### config.mk
export PLATFORM = sky130hd
export DESIGN_NAME = d_ff_pipe
export DESIGN_NICKNAME = d
export VERILOG_FILES = /design/src/rtl/d_ff_pipe.sv
export SDC_FILE = /design/constraint.sdc
export NUM_CORES = 1
export LEC_CHECK = 0
export CORE_UTILIZATION = 56
export DETAILED_ROUTE_END_ITERATION = 8
export PLACE_DENSITY_LB_ADDON = 0.15
export REMOVE_ABC_BUFFERS = 1
export SYNTH_ARGS = -nofsm -noshare
export SYNTH_HDL_FRONTEND = slang
export SYNTH_SLANG_ARGS = --single-unit
export TNS_END_PERCENT = 10
### constraint.sdc
create_clock -name clk -period 7.5 [get_ports clk]
set_input_delay 0.75 -clock clk [delete_from_list [all_inputs] [get_ports clk]]
set_output_delay 0.75 -clock clk [all_outputs]
set_load 0.01 [all_outputs]
### src/rtl/d_ff_pipe.sv
// Elastic DEPTH-stage register pipeline with valid/ready at both ends, freeze (en), flush (clr) and occupancy count.
// Latency: DEPTH cycles from accept to presentation when unblocked; bubbles collapse, 1 beat/cycle sustained.
// Backpressure: out_ready low stalls the last stage; in_ready = en & ~clr & (a free slot or out_ready), comb from out_ready.
// Optional: define D_FF_PIPE_PARITY_EN to add per-stage even parity, err_inj and par_err.
module d_ff_pipe #(
  parameter  int N     = 8,
  parameter  int DEPTH = 4,
  localparam int CW    = $clog2(DEPTH + 1)
) (
  input  logic          clk,
  input  logic          reset,
  input  logic          en,
  input  logic          clr,
  input  logic          in_valid,
  output logic          in_ready,
  input  logic [N-1:0]  in_d,
  output logic          out_valid,
  input  logic          out_ready,
  output logic [N-1:0]  out_q,
`ifdef D_FF_PIPE_PARITY_EN
  input  logic          err_inj,
  output logic          par_err,
`endif
  output logic [CW-1:0] count
);

  logic [DEPTH-1:0] vld;
  logic [DEPTH-1:0] adv;
  logic [DEPTH-1:0] ld;
  logic [N-1:0]     dat [DEPTH];
  logic [N-1:0]     src [DEPTH];
  logic             go;
  logic             hole;
  logic             acc;
  logic             xfer;

  // Advance chain: a valid stage moves when the output transfers or any later stage is empty.
  always_comb begin
    go   = en & ~clr;
    hole = out_ready;
    adv  = '0;
    for (int k = DEPTH - 1; k >= 0; k--) begin
      adv[k] = go & vld[k] & hole;
      hole   = hole | ~vld[k];
    end
    in_ready = go & hole;
    acc      = in_valid & in_ready;
    xfer     = adv[DEPTH-1];
  end

  // Load sources: stage 0 takes the accepted input, every other stage takes its predecessor.
  always_comb begin
    ld     = '0;
    ld[0]  = acc;
    src[0] = in_d;
    for (int k = 1; k < DEPTH; k++) begin
      ld[k]  = adv[k-1];
      src[k] = dat[k-1];
    end
  end

  // Stage registers and occupancy; clr wins over en, en=0 freezes everything.
  always_ff @(posedge clk or negedge reset) begin
    if (!reset) begin
      vld   <= '0;
      count <= '0;
      for (int k = 0; k < DEPTH; k++) dat[k] <= '0;
    end else if (clr) begin
      vld   <= '0;
      count <= '0;
      for (int k = 0; k < DEPTH; k++) dat[k] <= '0;
    end else if (en) begin
      for (int k = 0; k < DEPTH; k++) begin
        if (ld[k]) begin
          vld[k] <= 1'b1;
          dat[k] <= src[k];
        end else if (adv[k]) begin
          vld[k] <= 1'b0;
        end
      end
      count <= count + CW'(acc) - CW'(xfer);
    end
  end

  assign out_valid = vld[DEPTH-1];
  assign out_q     = dat[DEPTH-1];

`ifdef D_FF_PIPE_PARITY_EN
  logic [DEPTH-1:0] par;
  logic [DEPTH-1:0] psrc;

  // Parity source: computed (and optionally corrupted) at accept, then carried with the data.
  always_comb begin
    psrc    = '0;
    psrc[0] = (^in_d) ^ err_inj;
    for (int k = 1; k < DEPTH; k++) psrc[k] = par[k-1];
  end

  // Parity bits move exactly like the data they protect.
  always_ff @(posedge clk or negedge reset) begin
    if (!reset) begin
      par <= '0;
    end else if (clr) begin
      par <= '0;
    end else if (en) begin
      for (int k = 0; k < DEPTH; k++) begin
        if (ld[k]) par[k] <= psrc[k];
      end
    end
  end

  assign par_err = out_valid & ((^out_q) != par[DEPTH-1]);
`endif

endmodule
* Word level (Yosys, flattened, before mapping)
Cells that the tools add are included.
Cells by class: mux-type cells 18, bitwise gates (word level) 20, reduce and logical (&&, ||, !) cells 17, add/subtract/negate cells 2
Operators with widths (number):
- 32-bit two-way mux | 2
- 8-bit two-way mux | 4
- 2-bit AND reduction | 8
- 3-bit nonzero test | 4
- 1-bit bitwise AND | 11
- 2-bit nonzero test | 5
- 1-bit two-way mux | 8
- 4-bit two-way mux | 2
- 3-bit two-way mux | 2
- 1-bit NOT | 5
- 1-bit OR | 4
- 3-bit by 1-bit adder with 3-bit output | 1
- 3-bit by 1-bit subtractor with 3-bit output | 1
Storage, ports and cells: bits in registers 39

* Depth between registers and ports, before layout
Gate-level depths: netlist of run 1.
depth after elaboration 11, depth in mapped cells 13, depth with buffers taken out 11

* Worst setup path before layout of run 1
OpenSTA, ideal clock, no wires.
path kind input-to-reg, start input out_ready, end register count[2], stages 13, setup slack 4.408 ns, data arrival time 2.972 ns, setup time 0.120 ns, cells stage by stage and4b_1 buf_6 buf_2 a21boi_0 nand2_1 ha_1 inv_1 ha_1 inv_1 fa_1 xor2_1 a21oi_1 a31o_2
On the way: cells in the longest elaborated chain, start to end 10
RTL lines:
- start, declared | line 18 | input logic out_ready,
- 1-bit OR (4 in series) | line 44 | hole = hole | ~vld[k];
- 1-bit bitwise AND | line 46 | in_ready = go & hole;
- via in_ready | line 15 | output logic in_ready,
- 1-bit bitwise AND | line 47 | acc = in_valid & in_ready;
- 3-bit by 1-bit adder with 3-bit output | line 81 | count <= count + CW'(acc) - CW'(xfer);
- 3-bit by 1-bit subtractor with 3-bit output | line 81
- 3-bit two-way mux | line 72 | end else if (en) begin
- 3-bit two-way mux | line 68 | end else if (clr) begin
- end signal, assigned | line 81
- end, declared | line 24 | output logic [CW-1:0] count
The timed path passes the listed nets, and every way through them passes these cells. The select of a mux whose other input is x is not followed. A chain may end at the register's enable or synchronous reset.

* Worst setup path after layout of run 1
start input out_ready, end register count[2]
On the way: cells in the longest elaborated chain, start to end 10
RTL lines (line):
- 1-bit OR (4 in series) | 44
- 1-bit bitwise AND | 46
- 1-bit bitwise AND | 47
- 3-bit by 1-bit adder with 3-bit output | 81
- 3-bit by 1-bit subtractor with 3-bit output (*) | 81
- 3-bit two-way mux (*) | 72
- 3-bit two-way mux (*) | 68
Mark *: on every way between the ends. The rest lies on a longest branch, timed or not. The select of a mux whose other input is x is not followed.

==> results of run 1 <==
==> Yosys cell counts, drive strengths merged (2+ instances only) <==
library cell,number
ha,2
mux2,16
dfrtp,39
nor4b,8
a2111oi,8
nand2,6
nand2b,2
and4,8
clkbuf,2
inv,13
buf,22
nor2,4
nor2b,18
a31o,10
a21oi,3
a311o,8
and3,2
==> flip-flops by register name (all words and copies together) (netlist names) <==
signal  cells
count       3
dat        24
out_q       8
vld         4
==> power breakdown <==
part	switching [mW]	internal, mW
Sequential	0.00386	0.214
Combinational	0.0179	0.0136
Clock	0.0697	0.0649
==> cells by family (layout without fill, tap and decap cells) <==
| logic type | after synthesis | count (layout) | synth area share, % |
|---|---|---|---|
| muxes | 17 | 17 | 9.06 |
| adders and majority gates | 3 | 3 | 2.15 |
| and+or+nand+nor | 50 | 50 | 16.2 |
| DFF | 39 | 39 | 46.5 |
| buffers and inverters | 37 | 48 | 10.1 |
| xor gates and xnor gates | 1 | 1 | 0.417 |
| AOI/OAI and AO/OA | 34 | 34 | 15.6 |
==> area by class of cell <==
type | count | area, um^2
clock buffers | 6 | 72.6
clock inverters | 2 | 12.5
fillers | 265 | 1130
inverters | 13 | 48.8
multi-input cells | 105 | 910
flip-flops and latches | 39 | 976
well taps | 46 | 57.6
repair buffers | 27 | 263
==> worst max-delay path by stage <==
stage / endpoint / slack [ns] / cells after the start
final: count[2] / 3.89 / 12
after global routing: count[2] / 3.59 / 12
after CTS: in_ready / 3.88 / 4
after detailed placement: count[2] / 3.60 / 12
after global placement: count[2] / 3.72 / 12
after floorplan: count[2] / 4.26 / 11
==> through the flow <==
| stage | power [mW] | hold WS, ns | std cells |
|---|---|---|---|
| 3_5_place_dp | 0.253 | 0.481 | 230 |
| 6_report | 0.383 | 0.492 | 238 |
| 5_1_grt | 0.402 | 0.529 | 238 |
| 2_1_floorplan | 0.233 | 0.454 | 157 |
| 4_1_cts | 0.389 | 0.497 | 238 |
| 3_3_place_gp | 0.252 | 0.475 | 230 |
==> metal layers <==
layer  global-route usage, %  share of wire (%)  up-vias
li1                        -                  -      670
met1                    26.9                 45      694
met2                    35.3                 51       25
met3                    4.89                2.9        6
met4                    7.67                1.6        0
met5                       0                  0        -
==> impl_results.md, run 1 <==
- Post-CTS setup buffers: 0
- Rel. slew slack: 41.2%
- Actual slew at the worst max-slew pin: just under 0.9 ns
- Reg2Reg Capture Point: count[2]
- Flop and latch count out of synthesis: 39
- Most frequent cells in the layout: dfrtp_1 (39), clkdlybuf4s50_1 (25), nor2b_1 (17), mux2_2 (15), inv_1 (13)
- Setup TNS: 0 ns
- Die height: 63.2 um
- Fin. max-slew vios: 0
- CP Buf/Inv Count: 3
- CTS tree: yes
- H-tree Lvls: 2
- FF-to-FF path depth: 11
- GPL Wtd Cong: approximately 0.7
- Main synth FF type: dfrtp_1
- Starting Density: a little over 60%
- Clk_skew: 0.00634 ns
- Avg Inst Size Synth: ~12 um^2
- Drt pass-1 iters: 4
- Area contributors post-synth: dfrtp_1 (47%), mux2_2 (8.1%), nor2b_1 (5.1%)
- Crit end category: flop
- Crit path required time: 7.68 ns
- Share of cells above drive strength 1: approximately 18%
- Critical R2R Launch: vld[2]
- RSZ-0062 raised after global routing: false
- Post-detail-place hpwl: roughly 2300 um
- Placed Area: 2250 um^2
- Total grt overflow: 0
- Vias in the first global route: between 1,000 and 1,500
- Post-synth EDFFs: 0
- Largest net degree at the start of global routing: 42
- CP Class: primary input to flop
- Pre-CTS setup slack: 3.60 ns
- Synth top area share: 46.5%
- Status: finished, final reports clean
- Crit. Startpoint: out_ready
- First-pass GRT wire length: 6480 um
- Startpoint Class: primary input
- Async SR Flop Fraction: between 90% and 100%
- GRT Overall Usage: between 20% and 30%
- CP peak stage delay: 0.86 ns
- Initial antenna violation count: 0
- P&R area growth vs syn: 11.5%
- CTS buffer count: 5
- Worst-path cell chain: clkdlybuf4s50_1, and4b_1, a21boi_0, nand2_1, ha_1, inv_1, ha_1, inv_1, fa_1, xor2_1, a21oi_1, a31o_2
- CTS root buf: clkbuf_8
- Min-delay src: dat[15]
- Reg2reg setup slack: 4.45 ns
- Ant diodes: 0
- Synth Warn #: 0
- Wire length per cell after detailed routing: 15.2 um
- Die Width: 63.2 um
- Final net count: 208
- Core footprint: 3470 um^2
- MaxCap Viol Count: 0
- Vias: 1,395
- Tcrit/Tclk final: 48.2%
- Clk sinks: 39
- Hold EP: out_q[7]
- CP arrival: 3.79 ns
- Max Freq: 0.277 GHz
- Resized Gates After CTS: 0
- Type of the worst min-delay path: flop to flop
- Leakage power: 1.07 nW
- Slowest CP cell: and4b_1
- Most common cell after layout, fill and taps aside: dfrtp_1
- Clock transition at the registers of the reported paths: 0.07 ns
- Hold path cells: 1
- Setup violators final: 0
- Site row count: 21
- Max FO, Critical Path: 27
- Vias per cell: roughly 5.9
- Final core occ: between 60% and 70%
- Final hold violations: 0
- Cell family with most CP delay: simple AND/OR/NAND/NOR gates
- Die area: 4000 um^2
- Synthesized area: ~2100 um^2
- Clock Path Buffers: 2
- Crit path time final: 3.61 ns
- CTS Hold Buffers Added: 0
- Design Area, Final: 2340 um^2
- Netlist cell types: 35
- Max VDD drop: between 0.0001 and 0.00015 V
- PD cells: between 150 and 200 nW/um^2
- Setup slack after layout: between 3 and 4 ns
- # DRC: 0
- Sequential area share after synthesis: 46.5%
- Area leader, netlist: dfrtp_1
- Port Buffers: 26
- Ports: 27
- Final antenna-violating net count: 0
- Number of standard cells after synthesis: 181
- Initial DRC Count: 66
- Final wirelength: approximately 3600 um
- Worst-Skew Late Latency: 0.29 ns
Note: power is estimated with default switching activity, not from simulation.
==> run 2: changes to the inputs <==
Settings changed: CORE_UTILIZATION 56 to 49.
Clock period 7.5 ns to 3.16 ns, I/O delays scaled along.
==> run 2 against run 1 <==
Register-to-register slack lost 3.8 ns. Final cell count grew 2.5%. Largest power group unchanged. First-iteration DRC count shrank 14%. Sequential share of layout area shrank 0.42 points. Critical path depth is the same. Worst setup slack lost 3.3 ns. Total power grew 140%. Non-clock buffer count grew 2. Core utilization shrank 9.2 points. Die area grew 14%. Routed wire length grew 4.8%. Final area grew 1.0%.
==> impl_results.md, run 2 (same netlist as run 1, synthesis figures left out) <==
- Worst-Skew Late Latency: 0.29 ns (about the same)
- Leakage power: 1.08 nW (was 1.07 nW)
- RSZ-0062 raised after global routing: false (unchanged)
- CP Class: primary input to flop (unchanged)
- Clock transition at the registers of the reported paths: 0.07 ns (about the same)
- Final net count: 210 (was 208)
- Design Area, Final: 2360 um^2 (was 2340 um^2)
- CTS tree: yes (unchanged)
- Total grt overflow: 0 (unchanged)
- Vias per cell: 5.82 (was 5.86)
- GPL Wtd Cong: 0.705 (was 0.703)
- Hold_ws: 0.159 ns (was 0.492 ns)
- Crit path required time: 3.34 ns (was 7.68 ns)
- Tcrit/Tclk final: 81.7%
- Die Width: 67.4 um (was 63.2 um)
- Setup violators final: 0 (unchanged)
- Initial DRC Count: 57 (was 66)
- Ant diodes: 0 (unchanged)
- Drt pass-1 iters: 4 (unchanged)
- Port Buffers: 26 (unchanged)
- Resized Gates After CTS: 0 (unchanged)
- FF-to-FF path depth: 10 (was 11)
- CTS root buf: clkbuf_8 (unchanged)
- Initial antenna violation count: 0 (unchanged)
- Core footprint: 4060 um^2 (was 3470 um^2)
- PD cells: 390 nW/um^2 (was 164 nW/um^2)
- CP arrival: 2.76 ns (was 3.79 ns)
- Setup TNS: 0 ns (unchanged)
- CP endpoint: count[2] (unchanged)
- Crit path time final: 2.58 ns
- Clk sinks: 39 (unchanged)
- Vias in the first global route: 1,401 (was 1,400)
- MaxCap Viol Count: 0 (unchanged)
- Final antenna-violating net count: 0 (unchanged)
- Final hold violations: 0 (unchanged)
- Post-detail-place hpwl: 2460 um (was 2350 um)
- GRT Overall Usage: 18.9% (was 21.2%)
- Fin. max-slew vios: 0 (unchanged)
- Die height: 67.4 um (was 63.2 um)
- Pre-CTS setup slack: 0.267 ns (was 3.60 ns)
- Starting Density: 51.7% (was 60.5%)
- Clk_skew: 0.0107 ns (was 0.00634 ns)
- # DRC: 0 (unchanged)
- First-pass GRT wire length: 6200 um (was 6480 um)
- Status: finished, final reports clean (unchanged)
- Share of cells above drive strength 1: 19.6% (was 18.2%)
- Critical R2R Launch: vld[0] (was vld[2])
- Total chip power: 0.921 mW (was 0.383 mW)
- Placed Area: 2270 um^2 (was 2250 um^2)
- Largest net degree at the start of global routing: 41 (was 42)
- Actual slew at the worst max-slew pin: 0.947 ns (was 0.881 ns)
- Max Freq: a little under 0.4 GHz
- Rel. slew slack: 36.9% (was 41.2%)
- Most common cell after layout, fill and taps aside: dfrtp_1 (unchanged)
- Type of the worst min-delay path: primary input to async pin (was flop to flop)
- Setup slack after layout: 0.579 ns (was 3.89 ns)
- Vias: 1,421 (was 1,395)
- Ports: 27 (unchanged)
- CTS buffer count: 5 (unchanged)
- P&R area growth vs syn: 12.6% (was 11.5%)
- Max FO, Critical Path: 4 (was 27)
- CTS Hold Buffers Added: 0 (unchanged)
- Post-CTS setup buffers: 0 (unchanged)
- H-tree Lvls: 2 (unchanged)
- Reg2Reg Capture Point: count[2] (unchanged)
- Die area: 4550 um^2 (was 4000 um^2)
- Final wirelength: 3780 um (was 3610 um)
- Most frequent cells in the layout: dfrtp_1 (39), clkdlybuf4s50_1 (25), nor2b_1 (17), mux2_2 (15), inv_1 (13) (unchanged)
- Crit. Startpoint: out_ready (unchanged)
- Wire length per cell after detailed routing: 15.5 um (was 15.2 um)
- Reg2reg setup slack: 0.64 ns (was 4.45 ns)
- Max VDD drop: 0.000207 V (was 0.000126 V)
- Site row count: 23 (was 21)
- Clock Path Buffers: 2 (unchanged)
- Largest register FFs: 24 (unchanged)
- Reg with most FFs: dat (unchanged)
- Crit end category: flop (unchanged)
- Startpoint Class: primary input (unchanged)
[run 2: changes by cell type in the layout (fill, tap and decap cells not counted)]
cell        delta
clkbuf_1       -1
buf_2          -1
clkbuf_2       +1
clkinvlp_4     +1
buf_4          +2
[run 2: cell type report]
class / instances / area (um^2)
Timing Repair Buffer: 29 / 278
Tap cell: 50 / 62.6
Clock inverter: 3 / 20.0
Inverter: 13 / 48.8
Clock buffer: 5 / 68.8
Sequential cell: 39 / 976
Multi-Input combinational cell: 105 / 910
Fill cell: 325 / 1690
[run 2: power by group]
| group | internal, mW | leakage, nW | switching (mW) |
|---|---|---|---|
| clock | 0.153 | 0.0402 | 0.176 |
| sequential | 0.507 | 0.540 | 0.00918 |
| combinational | 0.0331 | 0.495 | 0.0431 |
| total | 0.693 | 1.08 | 0.228 |
[run 2: worst min-delay path by stage]
| stage | to | from | cells after the start | slack, ns |
|---|---|---|---|---|
| final | count[0] | reset | 1 | 0.16 |
| after CTS | vld[3] | reset | 1 | 0.19 |
| after global placement | out_q[7] | dat[15] | 1 | 0.47 |
| after global routing | dat[18] | reset | 1 | 0.24 |
| after detailed placement | out_q[7] | dat[15] | 1 | 0.48 |
| after floorplan | count[0] | reset | 0 | 0.02 |
[run 2: per-stage QoR]
step	instances	util, %
finish	244	58.2
global route	244	58.2
CTS	244	58.2
detailed placement	236	56.1
global placement	236	56.1
floorplan	157	-
[run 2: critical path: stages]
cell             delay, ns
clkdlybuf4s50_1       0.51
and4b_1               0.22
a21boi_0              0.25
nand2_1               0.09
ha_1                  0.27
inv_1                 0.06
ha_1                  0.13
inv_1                 0.05
fa_1                  0.36
xor2_1                0.20
a21oi_1               0.10
a31o_2                0.21
[run 2: metal layers]
| layer | part of all wire (%) | GRT usage [%] | up-vias |
|---|---|---|---|
| li1 | - | - | 673 |
| met1 | 46 | 22.0 | 717 |
| met2 | 49 | 32.5 | 25 |
| met3 | 3.3 | 4.56 | 6 |
| met4 | 1.5 | 9.04 | 0 |
| met5 | 0 | 0 | - |
